### src/rtl/hififo_pkg.sv
// Shared definitions for the hififo_pcie TLP transmit arbiter: skid depth,
// FSM state encoding and the round-robin search function.
package hififo_pkg;

   localparam int SKID_DEPTH = 2;

   typedef enum logic {
      IDLE = 1'b0,
      PKT  = 1'b1
   } state_t;

   typedef struct packed {
      logic       found;
      logic [3:0] idx;
   } rr_t;

   // Winner is the first requester strictly after 'last', wrapping at nch.
   function automatic rr_t next_rr(input logic [15:0] req, input logic [3:0] last,
                                   input int nch);
      rr_t r;
      int  c;
      r = '0;
      for (int k = 1; k <= 16; k++) begin
         c = (int'(last) + k) % nch;
         if (!r.found && (k <= nch) && req[c[3:0]]) begin
            r.found = 1'b1;
            r.idx   = c[3:0];
         end
      end
      return r;
   endfunction

endpackage

### src/rtl/hififo_tx_arb_if.sv
// Channel-side and core-side AXI-stream TLP signals of the transmit arbiter.
// The arbiter uses the slave view; sources and the core model use master.
interface hififo_tx_arb_if #(
   parameter int NCH = 8,
   parameter int DW  = 64
);
   logic [NCH*DW-1:0] c_tdata;
   logic [NCH-1:0]    c_tlast;
   logic [NCH-1:0]    c_1dw;
   logic [NCH-1:0]    c_tvalid;
   logic [NCH-1:0]    c_tready;
   logic [DW-1:0]     s_axis_tx_tdata;
   logic              s_axis_tx_1dw;
   logic              s_axis_tx_tlast;
   logic              s_axis_tx_tvalid;
   logic              s_axis_tx_tready;

   modport master (
      output c_tdata, c_tlast, c_1dw, c_tvalid, s_axis_tx_tready,
      input  c_tready, s_axis_tx_tdata, s_axis_tx_1dw, s_axis_tx_tlast, s_axis_tx_tvalid
   );

   modport slave (
      input  c_tdata, c_tlast, c_1dw, c_tvalid, s_axis_tx_tready,
      output c_tready, s_axis_tx_tdata, s_axis_tx_1dw, s_axis_tx_tlast, s_axis_tx_tvalid
   );
endinterface

### src/rtl/hififo_skid2.sv
// Two-entry {data, last, 1dw} skid buffer; in_ready comes from the count flop
// only, so the core's tready never reaches the channel ready paths.
module hififo_skid2
   import hififo_pkg::*;
#(
   parameter int DW = 64
) (
   input  logic          clock,
   input  logic          reset_n,
   input  logic [DW-1:0] in_data,
   input  logic          in_last,
   input  logic          in_1dw,
   input  logic          in_valid,
   output logic          in_ready,
   output logic [DW-1:0] out_data,
   output logic          out_last,
   output logic          out_1dw,
   output logic          out_valid,
   input  logic          out_ready
);
   localparam int W = DW + 2;

   logic [W-1:0] e0, e1, din;
   logic [1:0]   count;
   logic         push, pop;

   assign din       = {in_data, in_last, in_1dw};
   assign in_ready  = (count != 2'(SKID_DEPTH));
   assign out_valid = (count != 2'd0);
   assign {out_data, out_last, out_1dw} = e0;
   assign push      = in_valid & in_ready;
   assign pop       = out_valid & out_ready;

   // e0 is always the head; e1 only holds the second entry when count==2.
   always_ff @(posedge clock or negedge reset_n) begin
      if (!reset_n) begin
         e0    <= '0;
         e1    <= '0;
         count <= 2'd0;
      end else begin
         case ({push, pop})
            2'b10: begin
               if (count == 2'd0) e0 <= din;
               else               e1 <= din;
               count <= count + 2'd1;
            end
            2'b01: begin
               e0    <= e1;
               count <= count - 2'd1;
            end
            2'b11: begin
               if (count == 2'd1) begin
                  e0 <= din;
               end else begin
                  e0 <= e1;
                  e1 <= din;
               end
            end
            default: ;
         endcase
      end
   end

endmodule

### src/rtl/hififo_tx_arb.sv
// Packet-atomic round-robin TLP transmit arbiter feeding pcie_core_wrap s_axis_tx.
// Define HIFIFO_TX_ARB_STATS_EN to build the per-channel accepted-TLP counters.
module hififo_tx_arb
   import hififo_pkg::*;
#(
   parameter int          NCH    = 8,
   parameter logic [15:0] ENABLE = 16'hFFFF,
   parameter int          DW     = 64
) (
   input  logic              clock,
   input  logic              reset_n,
   hififo_tx_arb_if.slave    bus,
   output logic [3:0]        grant,
   output logic              busy,
   output logic [NCH*16-1:0] tlp_count
);
   state_t        state, state_nxt;
   logic [3:0]    last_grant, grant_nxt;
   logic [15:0]   req;
   rr_t           rr;
   logic [DW-1:0] sel_data;
   logic          sel_last, sel_1dw, sel_valid;
   logic          skid_ready, push;

   always_comb begin
      req          = '0;
      req[NCH-1:0] = bus.c_tvalid & ENABLE[NCH-1:0];
   end

   assign rr = next_rr(req, last_grant, NCH);

   always_comb begin
      sel_data  = '0;
      sel_last  = 1'b0;
      sel_1dw   = 1'b0;
      sel_valid = 1'b0;
      for (int i = 0; i < NCH; i++) begin
         if (grant == 4'(i)) begin
            sel_data  = bus.c_tdata[i*DW +: DW];
            sel_last  = bus.c_tlast[i];
            sel_1dw   = bus.c_1dw[i];
            sel_valid = bus.c_tvalid[i];
         end
      end
   end

   assign push = (state == PKT) & sel_valid & skid_ready;
   assign busy = (state == PKT);

   always_ff @(posedge clock or negedge reset_n) begin
      if (!reset_n) begin
         state      <= IDLE;
         grant      <= 4'd0;
         last_grant <= 4'(NCH - 1);
      end else begin
         state <= state_nxt;
         grant <= grant_nxt;
         if (state == IDLE && rr.found) last_grant <= rr.idx;
      end
   end

   // Leaving PKT on the tlast beat costs one IDLE cycle before the next grant.
   always_comb begin
      state_nxt    = state;
      grant_nxt    = grant;
      bus.c_tready = '0;
      case (state)
         IDLE: begin
            if (rr.found) begin
               state_nxt = PKT;
               grant_nxt = rr.idx;
            end
         end
         PKT: begin
            for (int i = 0; i < NCH; i++) begin
               if (grant == 4'(i)) bus.c_tready[i] = skid_ready;
            end
            if (push && sel_last) state_nxt = IDLE;
         end
         default: state_nxt = IDLE;
      endcase
   end

   hififo_skid2 #(.DW(DW)) u_skid (
      .clock     (clock),
      .reset_n   (reset_n),
      .in_data   (sel_data),
      .in_last   (sel_last),
      .in_1dw    (sel_1dw),
      .in_valid  ((state == PKT) & sel_valid),
      .in_ready  (skid_ready),
      .out_data  (bus.s_axis_tx_tdata),
      .out_last  (bus.s_axis_tx_tlast),
      .out_1dw   (bus.s_axis_tx_1dw),
      .out_valid (bus.s_axis_tx_tvalid),
      .out_ready (bus.s_axis_tx_tready)
   );

`ifdef HIFIFO_TX_ARB_STATS_EN
   always_ff @(posedge clock or negedge reset_n) begin
      if (!reset_n) begin
         tlp_count <= '0;
      end else begin
         for (int i = 0; i < NCH; i++) begin
            if (push && sel_last && grant == 4'(i))
               tlp_count[i*16 +: 16] <= tlp_count[i*16 +: 16] + 16'd1;
         end
      end
   end
`else
   assign tlp_count = '0;
`endif

endmodule

### src/flat_wrapper.sv
// flat-port wrapper written by rule: the top's interface ports become plain ports
module hififo_tx_arb_flat import hififo_pkg::*;
#(
   parameter int          NCH    = 8,
   parameter logic [15:0] ENABLE = 16'hFFFF,
   parameter int          DW     = 64
)
  (clock, reset_n, grant, busy, tlp_count, bus_c_tdata, bus_c_tlast, bus_c_1dw, bus_c_tvalid, bus_s_axis_tx_tready, bus_c_tready, bus_s_axis_tx_tdata, bus_s_axis_tx_1dw, bus_s_axis_tx_tlast, bus_s_axis_tx_tvalid);
  hififo_tx_arb_if #(.NCH(NCH), .DW(DW)) bus_i ();
  input  logic clock;
  input  logic reset_n;
  output logic [3:0] grant;
  output logic busy;
  output logic [NCH*16-1:0] tlp_count;
  input wire logic [$bits(bus_i.c_tdata)-1:0] bus_c_tdata;
  input wire logic [$bits(bus_i.c_tlast)-1:0] bus_c_tlast;
  input wire logic [$bits(bus_i.c_1dw)-1:0] bus_c_1dw;
  input wire logic [$bits(bus_i.c_tvalid)-1:0] bus_c_tvalid;
  input wire logic [$bits(bus_i.s_axis_tx_tready)-1:0] bus_s_axis_tx_tready;
  output wire logic [$bits(bus_i.c_tready)-1:0] bus_c_tready;
  output wire logic [$bits(bus_i.s_axis_tx_tdata)-1:0] bus_s_axis_tx_tdata;
  output wire logic [$bits(bus_i.s_axis_tx_1dw)-1:0] bus_s_axis_tx_1dw;
  output wire logic [$bits(bus_i.s_axis_tx_tlast)-1:0] bus_s_axis_tx_tlast;
  output wire logic [$bits(bus_i.s_axis_tx_tvalid)-1:0] bus_s_axis_tx_tvalid;
  assign bus_i.c_tdata = bus_c_tdata;
  assign bus_i.c_tlast = bus_c_tlast;
  assign bus_i.c_1dw = bus_c_1dw;
  assign bus_i.c_tvalid = bus_c_tvalid;
  assign bus_i.s_axis_tx_tready = bus_s_axis_tx_tready;
  assign bus_c_tready = bus_i.c_tready;
  assign bus_s_axis_tx_tdata = bus_i.s_axis_tx_tdata;
  assign bus_s_axis_tx_1dw = bus_i.s_axis_tx_1dw;
  assign bus_s_axis_tx_tlast = bus_i.s_axis_tx_tlast;
  assign bus_s_axis_tx_tvalid = bus_i.s_axis_tx_tvalid;
  hififo_tx_arb #(.NCH(NCH), .ENABLE(ENABLE), .DW(DW)) u_core (.clock(clock), .reset_n(reset_n), .bus(bus_i), .grant(grant), .busy(busy), .tlp_count(tlp_count));
endmodule
### config.mk
export PLATFORM = sky130hd
export DESIGN_NAME = hififo_tx_arb_flat
export DESIGN_NICKNAME = d
export VERILOG_FILES = /design/src/rtl/hififo_pkg.sv /design/src/rtl/hififo_tx_arb_if.sv /design/src/rtl/hififo_skid2.sv /design/src/rtl/hififo_tx_arb.sv /design/src/flat_wrapper.sv
export SDC_FILE = /design/constraint.sdc
export NUM_CORES = 1
export LEC_CHECK = 0
export CAP_MARGIN = 30
export CORE_AREA = 2 2 290 292
export DETAILED_ROUTE_END_ITERATION = 10
export DIE_AREA = 0 0 292 294
export GPL_TIMING_DRIVEN = 0
export PLACE_DENSITY_LB_ADDON = 0.12
export SYNTH_ARGS = -nofsm -noshare
export SYNTH_HDL_FRONTEND = slang
export SYNTH_SLANG_ARGS = --single-unit
### constraint.sdc
create_clock -name clock -period 5.85 [get_ports clock]
set_input_delay 1.755 -clock clock [delete_from_list [all_inputs] [get_ports clock]]
set_output_delay 1.755 -clock clock [all_outputs]
set_load 0.01 [all_outputs]
==> impl_metrics.py, run 1 <==
metrics = {
    "clock_tree": {
        "clock_sinks": 141,
        "cts_tree": "built",
        "clock_latency_ns": 0.49,
        "clockBufferDepth": 2,
        "cts_htree_levels": 4,
        "cts_buffers": 17,
        "cts_root_buffer": "clkbuf_16",
        "cts_setup_buffers": 0,
        "hold_buffers": 0,
        "clk_pin_slew_ns": 0.07,
    },
    "run_status": {
        "run_status": "completed",
    },
    "floorplanning": {
        "io_pins": 747,
        "fp.coreArea_um2": 82890,
        "initial_utilization": 0.1562,
        "row_count": 106,
        "dieArea_um2": 85850,
        "die_y_um": 294,
        "fp.dieW_um": 292,
    },
    "detailed_routing": {
        "vias": 15710,
        "wirelength_mm": 90.91,
        "ant_nets": 0,
        "drc_errors": 0,
        "wl_per_cell_um": 25.99,
        "viasPerCell": 4.492,
        "drt_iter0_markers": 928,
        "first_pass_iters": 5,
    },
    "yosys": {
        "synth_top_cell_by_area": "dfrtp_1",
        "netlist_area_um2": 12950,
        "synth_common_cells": "165 x a21oi_1, 152 x nand2_1, 138 x dfrtp_1",
        "ys_ff_latch": 141,
        "ys_types": 61,
        "yosysWarnings": 0,
        "synth_top_area_frac": 0.2666,
        "synth_edf_count": 0,
        "synthTopCellsByArea": "dfrtp_1 27%, a221oi_1 7.8%, buf_4 7.7%, mux2_2 6.6%, a21oi_1 6.4%",
        "yosysSeqAreaShare": 0.2727,
        "async_reset_ff_frac": 1.000,
        "syn_avg_cell_area_um2": 7.965,
        "synthCells": 1626,
        "synthFlopType": "dfrtp_1",
        "synth_most_common_cell": "a21oi_1",
    },
    "placed_design": {
        "io_buffers": 617,
        "gp_congestion": 0.8434,
        "placed_area_um2": 21120,
        "detailed_place_hpwl_mm": 75.87,
    },
    "grt": {
        "antenna_found_initial": 17,
        "grt_pass1_vias": 16260,
        "track_usage": 0.2055,
        "overflow": 0,
        "grt_pass1_wl_mm": 123.3,
        "grt_max_degree": 81,
    },
    "timing": {
        "setup_viol": 0,
        "relSlewSlack": 0.3503,
        "min_period_ns": 5.435,
        "worst_pin_slew_ns": 0.9745,
        "fmax_mhz": 184.0,
        "fin_skew_ns": 0.01128,
        "slew_violations": 0,
        "layout_worst_path_cycle_share": 0.9291,
        "hold_viol_final": 0,
        "rsz0062_at_grt": "false",
    },
    "worst_hold_path": {
        "min_to": "u_core.u_skid.e1[29]",
        "min_path_cells": 2,
        "hp-class": "flop to flop",
        "hp-start": "u_core.u_skid.e1[29]",
    },
    "final_layout": {
        "fin_area_um2": 21730,
        "area_growth_syn_to_layout_pct": 67.81,
        "drive_above_1_share": 0.1384,
        "nNetsFinal": 2948,
        "fin_util": 0.2622,
    },
    "pwr": {
        "powerDensity_nw_per_um2": 537.1,
        "leakage_nw": 8.753,
        "irDropWorstVdd_mv": 0.1966,
    },
    "critical_path": {
        "ff2ff_setup_slack_ns": 1.43,
        "crit_fanout": 11,
        "start_kind": "flop",
        "arrival_ns": 3.68,
        "r2r-start": "u_core.u_skid.count[0]",
        "reg2regPathDepth": 14,
        "cp.required_ns": 4.09,
        "r2r-end": "u_core.u_skid.e1[56]",
        "worst_setup_path_end_kind": "primary output",
        "path_class": "flop to primary output",
    },
    "job": {
        "cap_violations": 0,
    },
}
==> sequential cells by signal, indices dropped and copies added, names as in the netlist <==
signal,count
u_core.u_skid.e0,66
u_core.u_skid.e1,66
u_core.last_grant,3
u_core.busy,1
u_core.grant,3
u_core.u_skid.count,2
==> metrics by stage <==
| stage | hold WS, ns | power [mW] | cells | setup slack (ns) | setup TNS (ns) |
|---|---|---|---|---|---|
| finish | 0.5101 | 11.67 | 3498 | 0.4149 | 0 |
| CTS | 0.5105 | 11.92 | 3494 | 0.08201 | 0 |
| detailed placement | 0.4941 | 10.69 | 3462 | -0.9828 | -40.68 |
| global placement | 0.4852 | 10.48 | 3451 | -3.790 | -585.56 |
| global route | 0.5339 | 12.61 | 3495 | 0.1021 | 0 |
| floorplan | 0.4716 | 6.604 | 1754 | 1.887 | 0 |
==> layout make-up <==
| type | instances | area (um2) |
|---|---|---|
| well taps | 1080 | 1351 |
| repair buffers | 628 | 6334 |
| plain buffers | 284 | 1654 |
| diodes | 5 | 12.51 |
| fillers | 8995 | 61160 |
| multi-input cells | 1260 | 8001 |
| clock inverters | 11 | 121.4 |
| flip-flops and latches | 141 | 3533 |
| inverters | 68 | 255.2 |
| clock buffers | 21 | 470.5 |
==> cell families after synthesis <==
kind of cell             synth area share
AO/OA/AOI/OAI                      0.3141
XOR/XNOR                         0.005217
adder cells (fa/ha/maj)          0.008695
buffers and inverters              0.1473
flip-flops                         0.2727
multiplexers                       0.1490
other                           0.0002895
AND/OR/NAND/NOR                    0.1027
==> cell usage in the layout (no fill, tap or decap), drive strengths merged, types with 4 or more instances in the layout <==
| cell | instances |
|---|---|
| nand2b | 5 |
| conb | 129 |
| dfrtp | 138 |
| nor3b | 4 |
| a31oi | 42 |
| ha | 9 |
| nand3 | 8 |
| a21o | 8 |
| diode | 5 |
| o21ai | 122 |
| mux2 | 76 |
| clkdlybuf4s50 | 616 |
| nor2 | 127 |
| a21oi | 166 |
| a22oi | 72 |
| a221oi | 115 |
| clkbuf | 114 |
| mux2i | 78 |
| nand2 | 153 |
| mux4 | 13 |
| buf | 203 |
| xnor2 | 5 |
| nor2b | 8 |
| o22a | 8 |
| inv | 76 |
| o22ai | 65 |
| o211ai | 5 |
| o221ai | 5 |
==> report_power, final <==
part           switching, mW  internal (mW)  total, mW
Combinational           5.48           3.19       8.66
Sequential             0.339           1.51       1.85
Clock                  0.523          0.633       1.16
Total                   6.34           5.34       11.7
==> worst max-delay path, cell delays in order, from the launching register on <==
cell	delay [ns]
dfrtp_2	0.59
buf_4	0.38
buf_6	0.24
buf_4	0.30
buf_4	0.37
nand3_1	0.45
nor2_1	0.22
clkdlybuf4s50_1	0.58
==> worst max path at each step <==
stage | end | from | cells after the start
after floorplan | u_core.u_skid.e1[57] | bus_c_tvalid[5] | 10
after global placement | u_core.u_skid.e1[39] | reset_n | 1
after detailed placement | u_core.u_skid.e1[59] | bus_c_tvalid[6] | 12
after CTS | u_core.u_skid.e1[56] | bus_c_tvalid[6] | 13
after global routing | u_core.u_skid.e1[56] | bus_c_tvalid[6] | 13
final | bus_c_tready[6] | u_core.grant[2] | 7
==> layer usage <==
layer,global-route usage,part of all wire,vias to the layer above
met3,0.06171,0.075,115
met1,0.2396,0.41,7554
li1,-,-,7327
met2,0.3506,0.48,703
met4,0.08373,0.032,14
met5,0,0.00092,-
==> timing repair <==
action                                  in CTS  in global routing
cloned                                       0                  0
endpoints found under the setup margin      48                 29
endpoints found under the hold margin        0                  0
resized for setup                            5                  1
Note: power is estimated with default switching activity, not from simulation.
==> run 2: changes to the inputs <==
--- a/config.mk
+++ b/config.mk
@@ -6,9 +6,9 @@
 export NUM_CORES = 1
 export LEC_CHECK = 0
 export CAP_MARGIN = 30
-export CORE_AREA = 2 2 290 292
+export CORE_AREA = 2 2 287 289
 export DETAILED_ROUTE_END_ITERATION = 10
-export DIE_AREA = 0 0 292 294
+export DIE_AREA = 0 0 289 291
 export GPL_TIMING_DRIVEN = 0
 export PLACE_DENSITY_LB_ADDON = 0.12
 export SYNTH_ARGS = -nofsm -noshare
==> constraint.sdc (replaced) <==
create_clock -name clock -period 5.3 [get_ports clock]
set_input_delay 1.59 -clock clock [delete_from_list [all_inputs] [get_ports clock]]
set_output_delay 1.59 -clock clock [all_outputs]
set_load 0.01 [all_outputs]
==> run 2 against run 1 <==
Compared with the run above: setup slack got worse by 0.18 ns; hold slack worse by 0.0035 ns; clock skew barely moved; via count about the same; clock power grew 16%; power up 10%; wire length down 0.95%; flip-flop and latch count unchanged; non-clock buffer count down 6.
==> impl_metrics.py, run 2 (synthesis results as in run 1) <==
metrics = {
    "placed_design": {
        "gp_congestion": 0.8495,
        "detailed_place_hpwl_mm": 74.78,
        "placed_area_um2": 21040,
        "io_buffers": 617,
        "dpl_worst_slack_ns": -1.258,
    },
    "clock_tree": {
        "cts_htree_levels": 4,
        "cts_root_buffer": "clkbuf_16",
        "cts_buffers": 17,
        "clockBufferDepth": 2,
        "clock_sinks": 141,
        "cts_setup_buffers": 0,
        "hold_buffers": 0,
        "clock_latency_ns": 0.49,
        "cts_tree": "built",
        "clk_pin_slew_ns": 0.07,
    },
    "final_layout": {
        "drive_above_1_share": 0.1388,
        "fin_area_um2": 21690,
        "reg_top3": "u_core.u_skid.e0 (66), u_core.u_skid.e1 (66)",
        "final_cell_mix": "616 x clkdlybuf4s50_1, 165 x a21oi_1, 152 x nand2_1",
        "final_common_cell": "clkdlybuf4s50_1",
        "area_growth_syn_to_layout_pct": 67.51,
        "nNetsFinal": 2942,
    },
    "floorplanning": {
        "fp.coreArea_um2": 81190,
        "fp.dieW_um": 289,
        "dieArea_um2": 84100,
        "io_pins": 747,
        "row_count": 105,
        "die_y_um": 291,
        "initial_utilization": 0.1595,
    },
    "pwr": {
        "power_mw": 12.84,
        "leakage_nw": 8.735,
        "irDropWorstVdd_mv": 0.2187,
        "powerDensity_nw_per_um2": 591.9,
    },
    "timing": {
        "layout_worst_path_cycle_share": 0.9548,
        "hold_viol_final": 0,
        "fin_skew_ns": 0.01140,
        "relSlewSlack": 0.3250,
        "post-route-worst-setup-slack_ns": 0.2394,
        "fmax_mhz": 197.6,
        "rsz0062_at_grt": "false",
        "worst_pin_slew_ns": 1.012,
        "min_period_ns": 5.061,
        "finalSetupTns_ns": 0,
        "slew_violations": 0,
        "timing.hold.ws_ns": 0.5066,
        "setup_viol": 0,
    },
    "detailed_routing": {
        "ant_nets": 0,
        "vias": 15720,
        "drc_errors": 0,
        "first_pass_iters": 5,
        "wl_per_cell_um": 25.86,
        "drt_iter0_markers": 813,
        "wirelength_mm": 90.04,
        "viasPerCell": 4.514,
    },
    "critical_path": {
        "crit_start": "u_core.grant[2]",
        "r2r-start": "u_core.u_skid.count[0]",
        "cp.required_ns": 3.71,
        "path_class": "flop to primary output",
        "arrival_ns": 3.47,
        "reg2regPathDepth": 14,
        "worst_setup_path_end_kind": "primary output",
        "crit_fanout": 10,
        "start_kind": "flop",
    },
    "job": {
        "cap_violations": 0,
    },
    "grt": {
        "antenna_found_initial": 8,
        "track_usage": 0.2078,
        "grt_pass1_wl_mm": 122.9,
        "grt_max_degree": 88,
        "overflow": 0,
        "grt_pass1_vias": 16260,
    },
    "worst_hold_path": {
        "hp-start": "u_core.u_skid.e1[54]",
        "hp-class": "flop to flop",
        "min_path_cells": 2,
    },
    "run_status": {
        "run_status": "completed",
    },
}
run 2: cell count changes in the layout (fill, tap and decap cells not counted), sizes merged:
cell	before	now
inv	76	77
buf	203	198
clkinv	1	3
clkbuf	114	109
bufinv	1	2
run 2: path summary, 6_finish.rpt:
| path | slack, ns | end |
|---|---|---|
| min | 0.51 | u_core.u_skid.e1[54] |
| min reg2reg | 0.51 | u_core.u_skid.e1[54] |
| max reg2reg | 1.03 | u_core.u_skid.e1[24] |
| max in group asynchronous | 3.39 | u_core.u_skid.e1[53] |
| max | 0.24 | bus_c_tready[6] |
| min in group asynchronous | 0.99 | u_core.u_skid.e0[15] |
run 2: metrics by stage:
step / util / cells
after floorplan: - / 1754
after global placement: 0.2580 / 3441
after detailed placement: 0.2591 / 3447
after CTS: 0.2670 / 3477
after global routing: 0.2671 / 3477
final: 0.2672 / 3482
run 2: repair_timing:
item,4_1_cts,5_1_grt
endpoints found under the setup margin,73,36
gates resized for setup,8,5
gates cloned,0,0
run 2: power by group:
| part | internal [mW] | switching, mW |
|---|---|---|
| clock | 0.720 | 0.620 |
| sequential | 1.67 | 0.368 |
| combinational | 3.49 | 5.97 |
| total | 5.88 | 6.96 |
run 2: final cells by class:
type	instances	area, um2
Multi-Input combinational cell	1260	8009
Tap cell	1070	1339
Clock inverter	15	197.7
Buffer	283	1657
Inverter	68	255.2
Sequential cell	141	3533
Timing Repair Buffer	623	6266
Clock buffer	17	425.4
Antenna cell	5	12.51
Fill cell	8886	59500
run 2: metal layers:
metal | wire, um | share of wire | track usage | vias up
met1 | 36980 | 0.41 | 0.2482 | 7670
li1 | - | - | - | 7307
met5 | 50 | 0.00056 | 0 | -
met3 | 5713 | 0.063 | 0.04444 | 75
met2 | 45470 | 0.50 | 0.3734 | 658
met4 | 1825 | 0.020 | 0.05243 | 8
run 2: critical path, cell delays in order (launching register included):
cell and delay, ns:
dfrtp_2 0.57, buf_6 0.32, buf_6 0.22, buf_4 0.31, buf_4 0.43, nand3_2 0.29, nor2_1 0.18, clkdlybuf4s50_1 0.58
